File: src/rtl/inv_trans_divider.sv
// Inverse transmission 1/t (Q0.8 in, Q2.12 out, saturated) via a radix-2
// restoring divider, one quotient bit per clock; a pixel tag rides along.
module inv_trans_divider #(
  parameter int T_MIN = 64,
  parameter int TAG_W = 24
) (
  input  logic             clk,
  input  logic             rst,
  input  logic             in_valid,
  output logic             in_ready,
  input  logic [7:0]       in_trans,
  input  logic [TAG_W-1:0] in_tag,
  output logic             out_valid,
  input  logic             out_ready,
  output logic [13:0]      out_inv,
  output logic [TAG_W-1:0] out_tag,
  output logic             out_clamped
);

  localparam logic [7:0]  TMIN     = T_MIN[7:0];
  localparam logic [20:0] DIVIDEND = 21'h100000;
  localparam logic [13:0] INV_MAX  = 14'h3fff;

  typedef enum logic [1:0] {S_IDLE, S_DIV, S_DONE} state_t;

  state_t           r_state, w_state_nxt;
  logic [7:0]       r_div;
  logic [8:0]       r_rem;
  logic [20:0]      r_q;
  logic [4:0]       r_cnt;
  logic             r_clamp;
  logic [TAG_W-1:0] r_tag;
  logic [13:0]      r_inv;
  logic [TAG_W-1:0] r_out_tag;
  logic             r_out_clamped;

  logic        w_accept, w_release, w_last, w_ge, w_sat, w_clamp_in;
  logic [9:0]  w_rem_sh;
  logic [8:0]  w_rem_nxt;
  logic [20:0] w_q_nxt;

  assign in_ready    = (r_state == S_IDLE);
  assign out_valid   = (r_state == S_DONE);
  assign out_inv     = r_inv;
  assign out_tag     = r_out_tag;
  assign out_clamped = r_out_clamped;

  assign w_accept   = in_valid & in_ready;
  assign w_release  = out_valid & out_ready;
  assign w_last     = (r_state == S_DIV) && (r_cnt == 5'd0);
  assign w_clamp_in = (in_trans < TMIN);

  // One restoring step: shift in the next dividend bit, subtract if it fits.
  always_comb begin
    w_rem_sh  = {r_rem, DIVIDEND[r_cnt]};
    w_ge      = (w_rem_sh >= {2'b00, r_div});
    w_rem_nxt = w_ge ? 9'(w_rem_sh - {2'b00, r_div}) : w_rem_sh[8:0];
    w_q_nxt   = r_q;
    w_q_nxt[r_cnt] = w_ge;
    w_sat     = |w_q_nxt[20:14];
  end

  always_comb begin
    w_state_nxt = r_state;
    case (r_state)
      S_IDLE:  if (w_accept)  w_state_nxt = S_DIV;
      S_DIV:   if (w_last)    w_state_nxt = S_DONE;
      S_DONE:  if (w_release) w_state_nxt = S_IDLE;
      default: w_state_nxt = S_IDLE;
    endcase
  end

  always_ff @(posedge clk or posedge rst) begin
    if (rst) r_state <= S_IDLE;
    else     r_state <= w_state_nxt;
  end

  always_ff @(posedge clk or posedge rst) begin
    if (rst) begin
      r_div         <= '0;
      r_rem         <= '0;
      r_q           <= '0;
      r_cnt         <= '0;
      r_clamp       <= 1'b0;
      r_tag         <= '0;
      r_inv         <= '0;
      r_out_tag     <= '0;
      r_out_clamped <= 1'b0;
    end else if (w_accept) begin
      r_div   <= w_clamp_in ? TMIN : in_trans;
      r_rem   <= '0;
      r_q     <= '0;
      r_cnt   <= 5'd20;
      r_clamp <= w_clamp_in;
      r_tag   <= in_tag;
    end else if (r_state == S_DIV) begin
      r_rem <= w_rem_nxt;
      r_q   <= w_q_nxt;
      r_cnt <= r_cnt - 5'd1;
      // Final bit is folded in here so the result registers load on entry to DONE.
      if (w_last) begin
        r_inv         <= w_sat ? INV_MAX : w_q_nxt[13:0];
        r_out_tag     <= r_tag;
        r_out_clamped <= r_clamp | w_sat;
      end
    end
  end

endmodule

File: config.mk
export PLATFORM = sky130hd
export DESIGN_NAME = inv_trans_divider
export DESIGN_NICKNAME = d
export VERILOG_FILES = /design/src/rtl/inv_trans_divider.sv
export SDC_FILE = /design/constraint.sdc
export NUM_CORES = 1
export LEC_CHECK = 0
export ABC_AREA = 1
export CORE_MARGIN = 8
export CORE_UTILIZATION = 40
export CTS_BUF_LIST = sky130_fd_sc_hd__clkbuf_8
export DETAILED_ROUTE_END_ITERATION = 10
export SLEW_MARGIN = 40
export SYNTH_ARGS = -nofsm -noshare
export SYNTH_HDL_FRONTEND = slang
export SYNTH_SLANG_ARGS = --single-unit
File: constraint.sdc
create_clock -name clk -period 3.4 [get_ports clk]
set_clock_uncertainty 0.1 [all_clocks]
set_input_delay 0.51 -clock clk [delete_from_list [all_inputs] [get_ports clk]]
set_output_delay 0.51 -clock clk [all_outputs]
set_load 0.01 [all_outputs]
==> impl_metrics.yaml <==
synth:
  ys_types: 33
  syn_inst: 635
  netlist_area_sq_mm: 0.005221
  yosysWarnings: 0
  ys.flop_type: "dfrtp_1"
  yosys_register_bits: 109
  synthArstFlopShare_pct: 100.0
  ys_seq_area_share_pct: 52.24
  syn_nets: 685
  synth_edf_count: 0
  syn_area_per_cell_sq_um: 8.222
setup_path:
  crit_required_ns: 3.58
  path_max_fanout: 26
  cpMostUsedCell: "nand2_1"
  cpPeakStageDelay_ns: 0.45
  critPathKind: "reg -> reg"
  path_cells: "nand2_1 -> ha_1 -> fa_1 -> nor2_1 -> nor2_2 -> nor2_2 -> nor2_8 -> nand2_1 -> nand2_1 -> nand2_2 -> nor2_4 -> nand3_1 -> nand2_1 -> inv_1"
  cp_top_family: "simple AND/OR/NAND/NOR gates"
  crit_path_start_kind: "flop"
  critical_path_buf_inv_count: 1
  end_kind: "flop"
  cp.arrival_ns: 2.91
  slowest_stage: "dfrtp_1"
finish:
  n_fill_cell: 1236
  drive_above_1_share_pct: 9.283
  mostFrequentLayoutCells: "250 x nand2_1, 109 x dfrtp_1, 76 x clkdlybuf4s50_1, 54 x inv_1, 32 x nor2_1"
  num_antenna_cells: 0
  final_common_cell: "nand2_1"
  fin_nets: 756
  areaGrowthSynthToFinish_pct: 22.02
route:
  drc: 0
  drt_iter0_markers: 198
  first_pass_iters: 5
  ant_nets: 0
  routed_wl_mm: 12.45
  viasPerCell: 4.755
  vias: 4199
  avgRoutedWirePerCell_microns: 14.09
sta:
  fin_crit_sh_pct: 80.30
  hold_slack_ns: 0.3808
  drv_slew: 0
  maxSlewHeadroom_pct: 52.22
  fin_crit_ns: 2.730
  finalHoldViolCount: 0
  finalSetupViolCount: 0
  fin_tns_setup_ns: 0
  worst_slew_pin_slew_ns: 0.7157
  grt_setup_unrepaired: "false"
  max_freq_ghz: 0.3663
pwr:
  p_leak_nw: 3.208
  p_per_area_mw_per_mm2: 991.8
  seqPwrFrac_pct: 35.3
  clock_power_share_pct: 14.4
  p_comb_share_pct: 50.3
  switching_power_w: 0.002634
  swShare_pct: 41.69
  internal-power_w: 0.003684
  ir_worst_vdd_v: 0.0004399
die:
  io-pin-count: 77
  dieArea_sq_mm: 0.01697
  die_x_microns: 130.3
  rows: 41
  core_area_sq_mm: 0.01267
  die_h_microns: 130.3
  start_util_pct: 41.21
run:
  maxCapViolations: 0
grt:
  grt_pass1_wl_mm: 20.88
  antenna_found_initial: 0
  groute.usage.overall_pct: 15.54
  grt_overflow: 0
  grt_max_degree: 64
  grt_pass1_vias: 4252
clocking:
  clk_pin_slew_ns: 0.10
  cts_setup_buffers: 0
  clock_sinks: 109
  clockBufferDepth: 2
  root_buffer: "clkbuf_8"
  cts_made_buffers: 9
  htreeDepth: 3
  cts.repair.resized: 0
  hold_buffers: 0
  clkLatencyLatePin_ns: 0.38
  cts_tree: "yes"
place:
  gp_congestion: 0.8436
  hpwl_mm: 8.521
  io_buffers: 76
run_status:
  status: "complete, no violations"
worst_hold_path:
  worstHoldPathType: "reg -> reg"
## synth_stat cells (all sizes together), types with 2 or more instances
cell type,count,share of area [%]
a22o,15,2.5
nand2,251,18
nor2,40,3.7
ha,13,3.1
o21bai,2,0.29
xor2,3,0.50
nand4,3,0.36
buf,8,1.3
inv,66,4.7
a21oi,14,1.3
clkbuf,16,1.2
nand3,20,1.9
dfrtp,109,52
xnor2,2,0.34
o22ai,8,0.96
or2,15,1.8
o21ai,43,4.6
## power groups by stage
stage	clock network (W)	registers (W)	logic (W)
2_1_floorplan	0	0.00229	0.00216
3_3_place_gp	0	0.00223	0.00315
3_5_place_dp	0	0.00225	0.00320
4_1_cts	0.000942	0.00223	0.00322
5_1_grt	0.000990	0.00231	0.00358
6_report	0.000912	0.00223	0.00318
## registers in the layout, summed over array words and instances (netlist names)
name	count
r_div	8
r_rem	9
r_q	21
out_clamped	1
r_cnt	5
r_clamp	1
r_tag	24
r_state	2
out_tag	24
out_inv	14
## layout make-up
cell class | count | area, sq um | share of cell area (%)
Clock inverter | 6 | 93.84 | 1.473
Tap cell | 172 | 215.2 | 3.378
Clock buffer | 10 | 137.6 | 2.160
Sequential cell | 109 | 2728 | 42.81
Multi-Input combinational cell | 435 | 2117 | 33.23
Inverter | 67 | 255.2 | 4.006
Timing Repair Buffer | 84 | 824.5 | 12.94
## tightest hold or removal path, delay by kind of cell (launching register included)
family           cells  cell delay [ns]
flip-flops           1             0.35
AND/OR/NAND/NOR      2             0.10
## metal layers
| metal | track usage (%) | vias to the layer above | share of wire, % |
|---|---|---|---|
| li1 | - | 2127 | - |
| met1 | 20.41 | 1944 | 46 |
| met2 | 23.74 | 114 | 45 |
| met3 | 4.406 | 14 | 7.2 |
| met4 | 6.148 | 0 | 1.7 |
| met5 | 0 | - | 0 |
## stage by stage
stage          cell area [sq um]  utilization [%]  cells  total power (W)  setup slack, ns
3_3_place_gp                6136            48.43    867         0.005380           0.8322
3_5_place_dp                6136            48.43    867         0.005449           0.7082
4_1_cts                     6367            50.25    883         0.006394           0.6632
2_1_floorplan               5225                -    635         0.004445            1.104
6_report                    6371            50.28    883         0.006319           0.6697
5_1_grt                     6371            50.28    883         0.006875           0.4105
## path summary, 6_finish.rpt
check | from | endpoint | slack (ns) | depth (start not counted)
min reg2reg | r_tag[17] | out_tag[17] | 0.38 | 2
max reg2reg | r_cnt[4] | out_inv[5] | 0.67 | 14
min in group asynchronous | rst | out_tag[22] | 0.55 | 3
min | r_tag[17] | out_tag[17] | 0.38 | 2
max in group asynchronous | rst | out_tag[8] | 2.25 | 3
max | r_cnt[4] | out_inv[5] | 0.67 | 14
## kinds of logic after synthesis
logic type               Yosys count  share of synthesized area [%]
adder cells (fa/ha/maj)           14                          3.499
AO/OA/AOI/OAI                     86                          10.23
flip-flops                       109                          52.24
buffers and inverters             91                          7.261
AND/OR/NAND/NOR                  330                          25.93
XOR/XNOR                           5                         0.8389
No activity file was read; power rests on OpenSTA's default activity.
